### config.mk
export PLATFORM = sky130hd
export DESIGN_NAME = countdown_timer
export DESIGN_NICKNAME = d
export VERILOG_FILES = /design/src/rtl/countdown_timer.sv
export SDC_FILE = /design/constraint.sdc
export NUM_CORES = 1
export LEC_CHECK = 0
export BUFFER_PORTS_ARGS = -buffer_cell sky130_fd_sc_hd__buf_2
export CORE_MARGIN = 2
export CORE_UTILIZATION = 54
export CTS_CLUSTER_SIZE = 24
export DETAILED_ROUTE_END_ITERATION = 8
export PLACE_DENSITY = 0.78
export SLEW_MARGIN = 40
export SYNTH_ARGS = -nofsm -noshare
export SYNTH_HDL_FRONTEND = slang
export SYNTH_SLANG_ARGS = --single-unit
### constraint.sdc
create_clock -name clk -period 2.4 [get_ports clk]
set_clock_uncertainty 0.2 [all_clocks]
set_input_delay 0.48 -clock clk [delete_from_list [all_inputs] [get_ports clk]]
set_output_delay 0.48 -clock clk [all_outputs]
set_load 0.005 [all_outputs]
### src/rtl/countdown_timer.sv
// BCD MM:SS countdown timer: keypad entry while idle, one-second decrement while mag_on.
// Optional expiry beeper enabled by defining DONE_BEEP_EN.
module countdown_timer #(
  parameter int TICKS_PER_SEC = 1000,
  parameter int BEEP_SECS     = 3
) (
  input  logic       clk,
  input  logic       reset,
  input  logic       clearn,
  input  logic       key_valid,
  input  logic [3:0] key_code,
  input  logic       mag_on,
  output logic [3:0] min_tens,
  output logic [3:0] min_ones,
  output logic [3:0] sec_tens,
  output logic [3:0] sec_ones,
  output logic       timer_done,
  output logic       beep
);

  localparam int PW = (TICKS_PER_SEC > 1) ? $clog2(TICKS_PER_SEC) : 1;
  localparam logic [PW-1:0] PRESC_MAX = PW'(TICKS_PER_SEC - 1);

  logic [PW-1:0] presc;
  logic [15:0]   time_q;
  logic          tick;
  logic          key_ok;

  // Saturating BCD decrement of {min_tens,min_ones,sec_tens,sec_ones}; 00:00 stays put.
  function automatic logic [15:0] dec_time(input logic [15:0] t);
    logic [3:0] mt, mo, st, so;
    {mt, mo, st, so} = t;
    if (t == 16'h0000) return t;
    if (so != 4'd0) begin
      so = so - 4'd1;
    end else if (st != 4'd0) begin
      st = st - 4'd1;
      so = 4'd9;
    end else begin
      st = 4'd5;
      so = 4'd9;
      if (mo != 4'd0) begin
        mo = mo - 4'd1;
      end else begin
        mt = mt - 4'd1;
        mo = 4'd9;
      end
    end
    return {mt, mo, st, so};
  endfunction

  assign tick   = mag_on && (presc == PRESC_MAX);
  assign key_ok = key_valid && (key_code <= 4'd9) && !mag_on;

  always_ff @(posedge clk) begin
    if (reset || !clearn) begin
      time_q <= 16'h0000;
      presc  <= '0;
    end else begin
      if (key_ok) begin
        time_q <= {time_q[11:0], key_code};
      end else if (tick) begin
        time_q <= dec_time(time_q);
      end
      // Held at zero while idle so every start or resume runs a full second.
      if (!mag_on || tick) begin
        presc <= '0;
      end else begin
        presc <= presc + PW'(1);
      end
    end
  end

  assign {min_tens, min_ones, sec_tens, sec_ones} = time_q;
  assign timer_done = (time_q == 16'h0000);

`ifdef DONE_BEEP_EN
  localparam int BW = (BEEP_SECS > 1) ? $clog2(BEEP_SECS) : 1;
  localparam logic [BW-1:0] BEEP_LAST = BW'(BEEP_SECS - 1);

  logic          beep_q;
  logic [PW-1:0] beep_presc;
  logic [BW-1:0] beep_sec;
  logic          expire;

  // Only a running decrement from 00:01 starts the beeper; a clear to 00:00 never does.
  assign expire = tick && (time_q == 16'h0001);

  always_ff @(posedge clk) begin
    if (reset || !clearn || key_ok) begin
      beep_q     <= 1'b0;
      beep_presc <= '0;
      beep_sec   <= '0;
    end else if (expire) begin
      beep_q     <= 1'b1;
      beep_presc <= '0;
      beep_sec   <= '0;
    end else if (beep_q) begin
      if (beep_presc == PRESC_MAX) begin
        beep_presc <= '0;
        if (beep_sec == BEEP_LAST) begin
          beep_q <= 1'b0;
        end else begin
          beep_sec <= beep_sec + BW'(1);
        end
      end else begin
        beep_presc <= beep_presc + PW'(1);
      end
    end
  end

  assign beep = beep_q;
`else
  assign beep = 1'b0;
`endif

endmodule

Word-level counts from Yosys, hierarchy flattened
Cells that the tools add are included.
- input bits: 9
- word-level logic and storage cells: 49
- output and inout port bits: 18
- flip-flop bits (word level): 26
- mux-type cells: 16
- add/sub/neg operators: 5
- reductions and logical operators: 17
- eq/ne operators: 5
- order comparisons: 1
- operators with widths (cell ; number):
    16-bit 2-to-1 mux ; 3
    4-bit 2-to-1 mux ; 9
    16-bit zero test ; 1
    4-bit by 1-bit subtractor with 4-bit output (second input constant) ; 4
    3-bit inequality test (second input constant) ; 4
    4-bit nonzero test ; 3
    10-bit by 1-bit adder with 10-bit output (second input constant) ; 1
    10-bit == test (second input constant) ; 1
    5-bit AND reduction ; 1
    4-bit less-or-equal comparator (second input constant) ; 1
    1-bit 2-to-1 mux ; 4
    4-bit AND reduction ; 1
    1-bit logical AND ; 3
    3-bit AND reduction ; 1
    1-bit zero test ; 2
    1-bit logical OR ; 2
    2-bit AND reduction ; 1
    2-bit nonzero test ; 1
    2-bit OR reduction ; 1

Depth between registers and ports, before layout
Gate-level depths: netlist of run 1.
- depth in word-level cells: 8
- gate-level depth with buffers: 7
- depth with buffers taken out: 7

Worst setup path after synthesis of run 1
Ideal clock, no wire load.
- path kind: input-to-reg
- from: input mag_on
- to: register time_q[8]
- stages: 6
- slack: 348 ps
- data arrival time: 1767 ps
- cell sequence: buf_2 > or4b_4 > a31oi_4 > nand3_1 > xor2_1 > a211oi_1
- cells in the longest elaborated chain, start to end: 4
- elaborated cells between the ends (all ways): 9
- RTL lines (item ; RTL line ; RTL):
    from (decl) ; 12 ; input logic mag_on,
    1-bit zero test ; 53 ; assign key_ok = key_valid && (key_code <= 4'd9) && !mag_on;
    1-bit logical AND ; 53 ;
    3-bit inequality test (no line) / 2-bit nonzero test (equally long branches) ; - ;
    4-bit AND reduction (no line) ; - ;
    to (signal assigned) ; 61 ; time_q <= {time_q[11:0], key_code};
    to (signal assigned) ; 63 ; time_q <= dec_time(time_q);
    to (decl) ; 25 ; logic [15:0] time_q;
Parallel ways exist; a longest one is shown, timed or not.
A chain may end at the register's enable or synchronous reset.

Worst setup path after layout of run 1
- from: register time_q[4]
- to: output timer_done
- cells in the longest elaborated chain, start to end: 1
- RTL lines (item ; RTL line ; RTL):
    16-bit zero test ; 75 ; assign timer_done = (time_q == 16'h0000);
    to (decl) ; 17 ; output logic timer_done,
Every way passes these cells.

==> results of run 1 <==
-- cell type report --
| cell class | instances | area, µm² | share of cell area [%] |
|---|---|---|---|
| Sequential cell | 26 | 522 | 32.2 |
| Inverter | 3 | 11.3 | 0.695 |
| Multi-Input combinational cell | 127 | 857 | 52.9 |
| Tap cell | 30 | 37.5 | 2.32 |
| Timing Repair Buffer | 27 | 140 | 8.65 |
| Clock buffer | 3 | 22.5 | 1.39 |
| Clock inverter | 1 | 30.0 | 1.85 |
-- worst paths after layout --
kind | end | slack (ps) | cells after the start
worst max register to register | time_q[13] | 230 | 5
worst max-delay path | timer_done | 80 | 3
worst min-delay path | time_q[1] | 200 | 3
worst min register to register | presc[0] | 290 | 1
-- state kept, by name, summed over array words and instances, names as in the netlist --
register	count
presc	10
time_q	16
-- critical path, stage by stage, from the launching register on --
cell and delay [ps]:
dfxtp_1 420, nor4_4 480, and4_4 310, buf_2 110
-- kinds of logic after synthesis --
logic type | share of synthesized area (%)
buffers and inverters | 3.03
xor gates and xnor gates | 8.73
muxes | 2.14
other | 0.267
DFF | 37.1
AOI/OAI and AO/OA | 15.5
and+or+nand+nor | 30.6
adders and majority gates | 2.67
-- metrics by stage --
step	hold slack (ps)	util, %
after detailed placement	254	62.3
after global routing	203	65.4
after floorplan	230	-
final	200	65.4
after CTS	194	64.7
after global placement	244	62.3
-- layer usage --
| metal | track usage, % | share of wire, % |
|---|---|---|
| met2 | 35.5 | 46 |
| met3 | 2.69 | 5.5 |
| met5 | 0 | 0 |
| met4 | 9.35 | 1.1 |
| met1 | 32.4 | 47 |
-- cells in the mapped netlist (all sizes together), types with 2 or more instances --
master  number  share of area, %
nand3b       4               2.1
nor3         4               1.4
xnor2        6               3.7
a21oi        6               2.1
mux2i        3               2.1
nor2b        2              0.89
o21ai        9               3.2
nand2b       2              0.89
clkbuf       4               1.1
xor2         8               5.0
a31oi        4               2.9
nand2       11               2.9
buf          3               1.2
dfxtp       26                37
nor4         3               3.9
inv          3              0.80
nand3       14               5.0
nor4b        2               1.7
a211oi       7               3.7
ha           3               2.7
nand4        2              0.89
nor2        24               6.4
-- what timing repair did --
action	CTS	global route
pin swaps	0	2
gates resized for setup	1	4
setup buffers	0	1
endpoints found under the setup margin	1	15
-- power breakdown --
| group | internal [mW] | switching, mW |
|---|---|---|
| logic | 0.0367 | 0.0438 |
| clock network | 0.169 | 0.133 |
| registers | 0.437 | 0.0102 |
| total | 0.643 | 0.187 |
-- cells in the final DEF (no fill, tap or decap), types with 2 or more instances in the layout --
cell type	count
nand3_1	14
a211oi_1	7
dfxtp_1	25
nor2b_1	2
nand2_1	11
nand3b_1	4
nor3_1	3
ha_1	3
inv_1	2
nor4_4	2
nand2b_1	2
a21oi_1	6
xnor2_1	6
clkbuf_4	3
buf_2	25
nand4_1	2
nor2_1	24
mux2i_1	3
buf_4	2
o21ai_0	8
a31oi_1	3
xor2_1	8
==> impl_results.md, run 1 <==
- Outcome: finished clean
- Layout cells sized above 1: 22.5%
- Num CTS Buffers: 3
- Post-Route WL: 3.19 mm
- Slew Viols, Final: 0
- Maxcap violations: 0
- Clk_lat worst skew: 320 ps
- Synth-to-layout area growth: 15.4%
- Tightest Pin Transition: 560 ps
- Hold Crit Class: in -> reg
- Filler cell count: 218
- DRC errors left: 0
- Synthesized Nets: 175
- Fin crit period: 2320 ps
- Synth unique cells: 41
- Reg-to-reg startpoint: time_q[0]
- Yosys reg bits: 26
- Crit path max fanout: 6
- H-tree Lvls: 1
- Die ar.: 3020 µm²
- Drt pass-1 iters: 4
- CTS tree: built
- Slew headroom: 62.6%
- Crit Path Category: reg -> out
- Setup WS post-layout: 84.4 ps
- Final Total Pwr: 0.830 mW
- Final hold vios: 0
- DP Area: 1540 µm²
- Largest net degree at the start of global routing: 21
- Top Ports: 27
- Final GP Congestion: 0.790
- CP Data Arrival Time: 1640 ps
- Number of nets in the final layout: 200
- RSZ-0062 raised after global routing: false
- Startpoint types: flip-flop
- Inserted Diodes: 0
- DP Cell Count: 212
- CTS sink count: 26
- Die span in y: 55.0 µm
- Final global-route overflow total: 0
- Seq/Total Area, Yosys: 37.1%
- DIE WIDTH: 55.0 µm
- Via count of the routed design: 1289
- Syn_area_per_cell: 8.61 µm²
- Cell Area, Synth: 1400 µm²
- Synth Instances: 163
- Required time of the critical path: 1720 ps
- Initial antenna violation count: 0
- Max VDD drop: 0.331 mV
- CTS hold repair buffers: 0
- Lkg Pwr: 0.614 nW
- Power Density: 512 nW/µm²
- Iter 0 DRT Violations: 24
- Ys async rst share: 0%
- Count of final setup violators: 0
- Fin crit share: 96.5%
- Ys flop type: dfxtp_1
- Yosys warnings: 0
- Setup TNS: 0 ps
- Crit path capture type: primary output
- Post-synth EDFFs: 0
- Cell Rows: 18
- Maximum root-to-sink buffer count: 2
- Post-route ant nets: 0
- Hold Path Origin: key_code[1]
- Vias in the first global route: 1067
- Achievable Freq: 432 MHz
- CTS root buf: clkbuf_4
- GRT Overall Usage: 23.0%
- DPL Wire Length: 2.25 mm
- Quantity of I/O buffers inserted on ports: 25
- WL/cell: 14.7 µm
- Vias/cell: 5.94
- Crit path launch: time_q[4]
- Place WS: 64.1 ps
- Post-route cell area: 1620 µm²
- Core box area: 2480 µm²
- First-pass GRT wire length: 5.05 mm
- Reg clk slew, reported paths: 140 ps
- Final non-filler cell total: 217
- Initial Util: 56.7%
Power figures use the tool's default switching activity.
==> inputs of run 2 (changes only) <==
Settings changed: CAP_MARGIN from default to 25.
Clock period 2.4 ns to 2.3 ns, I/O delays scaled along.
==> run 2 against run 1 <==
Power is 5.1% lower. First-iteration DRC count is 38% higher. Clock power is 23% lower. Worst setup slack better by 9.1 ps. Register-to-register slack worse by 40 ps. Critical path depth is 2 higher. Largest power group unchanged. Highest routed layer unchanged.
==> impl_results.md, run 2 (synthesis results as in run 1) <==
- Setup TNS: 0 ps
- Count of final setup violators: 0
- Post-Route WL: 3.15 mm
- Reg clk slew, reported paths: 140 ps
- Post-route ant nets: 0
- WL met3: 155 µm
- Initial Util: 56.7%
- Max VDD drop: 0.303 mV
- RSZ-0062 raised after global routing: false
- Lkg Pwr: 0.625 nW
- CTS root buf: clkbuf_4
- Hold Path End: time_q[1]
- Hold Path Origin: key_code[1]
- Final non-filler cell total: 221
- Synth-to-layout area growth: 16.6%
- Worst reg-to-reg setup slack: 190 ps
- Final GP Congestion: 0.779
- Largest register by flop count: time_q
- Crit path capture type: primary output
- Startpoint types: flip-flop
- Largest regs: time_q (16), presc (10)
- Required time of the critical path: 1640 ps
- Clk_lat worst skew: 330 ps
- Worst Reg-to-Reg Cells: 7
- Post CTS Setup Buffer Count: 0
- Iter 0 DRT Violations: 33
- Reg area: 520 µm²
- Filler cell count: 219
- Fin crit share: 95.9%
- Maximum root-to-sink buffer count: 2
- Top routing layer in use: met4
- Worst-path cell chain: inv_1 -> ha_1 -> nor4b_4 -> and4_1 -> buf_2
- DP Cell Count: 217
- Crit path launch: time_q[13]
- DPL Wire Length: 2.30 mm
- CTS sink count: 26
- Quantity of I/O buffers inserted on ports: 25
- Initial antenna violation count: 0
- DRC errors left: 0
- Largest net degree at the start of global routing: 15
- Top Ports: 27
- Slew Viols, Final: 0
- Final global-route overflow total: 0
- Achievable Freq: 453 MHz
- CTS hold repair buffers: 0
- Most common cell after layout, fill and taps aside: dfxtp_1
- Cell Rows: 18
- Final hold vios: 0
- Worst path max stage delay: 370 ps
- Reg-to-reg startpoint: presc[0]
- Inserted Diodes: 0
- GRT Overall Usage: 22.2%
- WL/cell: 14.2 µm
- Power Density: 481 nW/µm²
- Fin crit period: 2210 ps
- H-tree Lvls: 1
- Vias in the first global route: 1133
- CP max-delay cell: dfxtp_1
- Worst hold path depth: 3
- Die ar.: 3020 µm²
- Num CTS Buffers: 3
- Maxcap violations: 0
- Wire length on met2: 1.46 mm
- Via count of the routed design: 1267
- First-pass GRT wire length: 4.91 mm
- Layout Utilization: 66.1%
- Die span in y: 55.0 µm
- Outcome: finished clean
- Wl on met1: 1.48 mm
- Critical R2R Capture: time_q[8]
- Most frequent cells in the layout: dfxtp_1 (26), buf_2 (25), nor2_1 (24), nand3_1 (14), nand2_1 (11)
- Core box area: 2480 µm²
- Area of the multi-input gates: 861 µm²
- Number of nets in the final layout: 204
- Hold Crit Class: in -> reg
- CP Data Arrival Time: 1550 ps
- DIE WIDTH: 55.0 µm
- Crit path max fanout: 4
- Crit Path Category: reg -> out
- Layout cells sized above 1: 23.0%
- Drt pass-1 iters: 6
- Vias/cell: 5.73
- Largest register FFs: 16
- CTS tree: built
-- run 2: repair_timing --
action                                  CTS  global route
pin swaps                                 0             1
endpoints found under the setup margin    1             6
gates resized for setup                   1             3
-- run 2: worst max-delay path by stage --
stage | endpoint | cells after the start
global route | timer_done | 5
floorplan | time_q[8] | 6
detailed placement | time_q[6] | 6
finish | timer_done | 5
CTS | timer_done | 3
global placement | time_q[8] | 6
-- run 2: layout make-up --
type	count	area share, %
multi-input combinational	127	52.6
timing repair buffer	31	10.4
sequential	26	31.8
inverter	3	0.688
clock buffer	4	2.22
tap	30	2.29
-- run 2: worst max-delay path, delay by kind of cell, from the launching register on --
family / cells / cell delay [ps]
flops: 1 / 370
simple gates: 2 / 500
fa+ha+maj: 1 / 140
buf+inv: 2 / 210
-- run 2: where the power goes --
group	leakage (nW)	internal (mW)	switching, mW
registers	0.210	0.456	0.0108
logic	0.394	0.0405	0.0468
clock network	0.0210	0.0969	0.136
-- run 2: routing by layer --
metal	up-vias	GRT usage (%)
met5	-	0
met4	0	10.2
met3	5	3.23
met2	37	35.1
met1	586	29.8
li1	639	-
-- run 2: metrics by stage --
step	total power [mW]	hold slack (ps)	area [µm²]	setup slack (ps)
global route	0.814	203	1640	5.56
CTS	0.788	192	1630	29.7
detailed placement	0.560	252	1580	149
global placement	0.557	243	1580	195
finish	0.787	187	1640	93.5
floorplan	0.529	230	1400	268
==> inputs of run 3 (changes only) <==
Settings changed: PLACE_DENSITY 0.78 to 0.79.
==> run 3 against run 2 <==
Final cell count is 2.3% higher. Maximum frequency is 0.80% higher. Critical path depth stayed put. Largest power group unchanged. Non-clock buffer count is 5 higher. Sequential power hardly changed. Worst setup slack better by 18 ps. Sequential share of layout area is 0.56 points lower. Sequential cell count stayed put. Utilization is 1.7 points higher.
==> impl_results.md, run 3 (synthesis results as in run 1) <==
- DPL Wire Length: 2.33 mm
- Place WS: 156 ps
- Number of nets in the final layout: 209
- Final global-route overflow total: 0
- CTS hold repair buffers: 0
- Cell Rows: 18
- Reg area: 524 µm²
- Filler cell count: 212
- Core box area: 2480 µm²
- Quantity of I/O buffers inserted on ports: 25
- Required time of the critical path: 1640 ps
- First-pass GRT wire length: 4.89 mm
- CP Data Arrival Time: 1530 ps
- DP Cell Count: 217
- Maximum root-to-sink buffer count: 2
- Layout Utilization: 67.7%
- Die span in y: 55.0 µm
- Clk_lat worst skew: 320 ps
- Synth-to-layout area growth: 19.5%
- Lkg Pwr: 0.651 nW
- GRT Overall Usage: 22.7%
- RSZ-0062 raised after global routing: true
- Post-route ant nets: 0
- Max VDD drop: 0.324 mV
- Initial Util: 56.7%
- Vias/cell: 5.90
- Hold Path End: time_q[1]
- DIE WIDTH: 55.0 µm
- Die ar.: 3020 µm²
- Drt pass-1 iters: 4
- Power Density: 468 nW/µm²
- Minimum hold slack: 203 ps
- Largest register FFs: 16
- Top Ports: 27
- Inserted Diodes: 0
- Via count of the routed design: 1333
- Final non-filler cell total: 226
- Setup TNS: 0 ps
- Slew Viols, Final: 0
- Most common cell after layout, fill and taps aside: buf_2
- Reg clk slew, reported paths: 140 ps
- H-tree Lvls: 1
- Hold Path Origin: key_code[1]
- Setup WS post-layout: 111 ps
- Outcome: finished clean
- Post-Route WL: 3.14 mm
- Crit path capture type: primary output
- Maxcap violations: 0
- WL/cell: 13.9 µm
- Fin crit share: 95.2%
- Initial antenna violation count: 0
- Count of final setup violators: 0
- Final hold vios: 0
- CTS sink count: 26
- Startpoint types: flip-flop
- Reg-to-reg startpoint: presc[1]
- Crit path max fanout: 3
- Most frequent cells in the layout: buf_2 (25), nor2_1 (24), dfxtp_1 (23), nand3_1 (14)
- Hold Crit Class: in -> reg
- Layout cells sized above 1: 27.0%
- Largest net degree at the start of global routing: 17
- CTS root buf: clkbuf_4
- Num CTS Buffers: 3
- Worst reg-to-reg setup slack: 150 ps
- Achievable Freq: 457 MHz
- DRC errors left: 0
- Fin crit period: 2190 ps
- Worst Reg-to-Reg Cells: 7
- CTS tree: built
- Vias in the first global route: 1154
- Largest regs: time_q (16), presc (10)
- Area of the multi-input gates: 861 µm²
- Critical R2R Capture: time_q[6]
- Largest register by flop count: time_q
- Final GP Congestion: 0.819
- Crit Path Category: reg -> out
- Worst hold path depth: 3
- Iter 0 DRT Violations: 26
==> run 3: how the worst max path moves through the flow <==
stage	cells after the start	startpoint	slack, ps	endpoint
after global placement	7	presc[0]	210	time_q[6]
final	5	time_q[12]	110	timer_done
after detailed placement	7	presc[0]	160	time_q[6]
after CTS	3	time_q[11]	10	timer_done
after global routing	5	time_q[12]	-10	timer_done
after floorplan	6	mag_on	270	time_q[8]
==> run 3: metal layers <==
metal,routed length (µm),up-vias,GRT usage (%)
li1,-,652,-
met1,1440,619,27.9
met2,1480,51,37.7
met3,152,11,3.76
met4,71,0,12.2
met5,0,-,0
==> run 3: through the flow <==
step           power (mW)  cell area [µm²]
2_1_floorplan       0.529             1400
3_3_place_gp        0.555             1580
3_5_place_dp        0.558             1580
4_1_cts             0.791             1630
5_1_grt             0.818             1680
6_report            0.786             1680
==> run 3: critical path: stages, from the launching register on <==
cell     delay, ps
dfxtp_2        350
inv_2           60
ha_1           140
nor4b_4        270
and4_1         260
buf_2          120
==> run 3: timing repair <==
action                                  4_1_cts  5_1_grt
endpoints found under the setup margin        1       10
pin swaps                                     0        3
hold endpoints to repair                      0        0
resized for setup                             1        7
setup buffers                                 0        5
==> run 3: layout make-up <==
| type | count | area share [%] |
|---|---|---|
| inverter | 3 | 0.671 |
| clock buffer | 4 | 2.16 |
| sequential | 26 | 31.2 |
| multi-input combinational | 127 | 51.3 |
| timing repair buffer | 36 | 12.4 |
| tap | 30 | 2.24 |
==> run 3: report_power, final <==
| group | switching [mW] | internal (mW) |
|---|---|---|
| logic | 0.0466 | 0.0419 |
| clock network | 0.134 | 0.0968 |
| registers | 0.00980 | 0.456 |
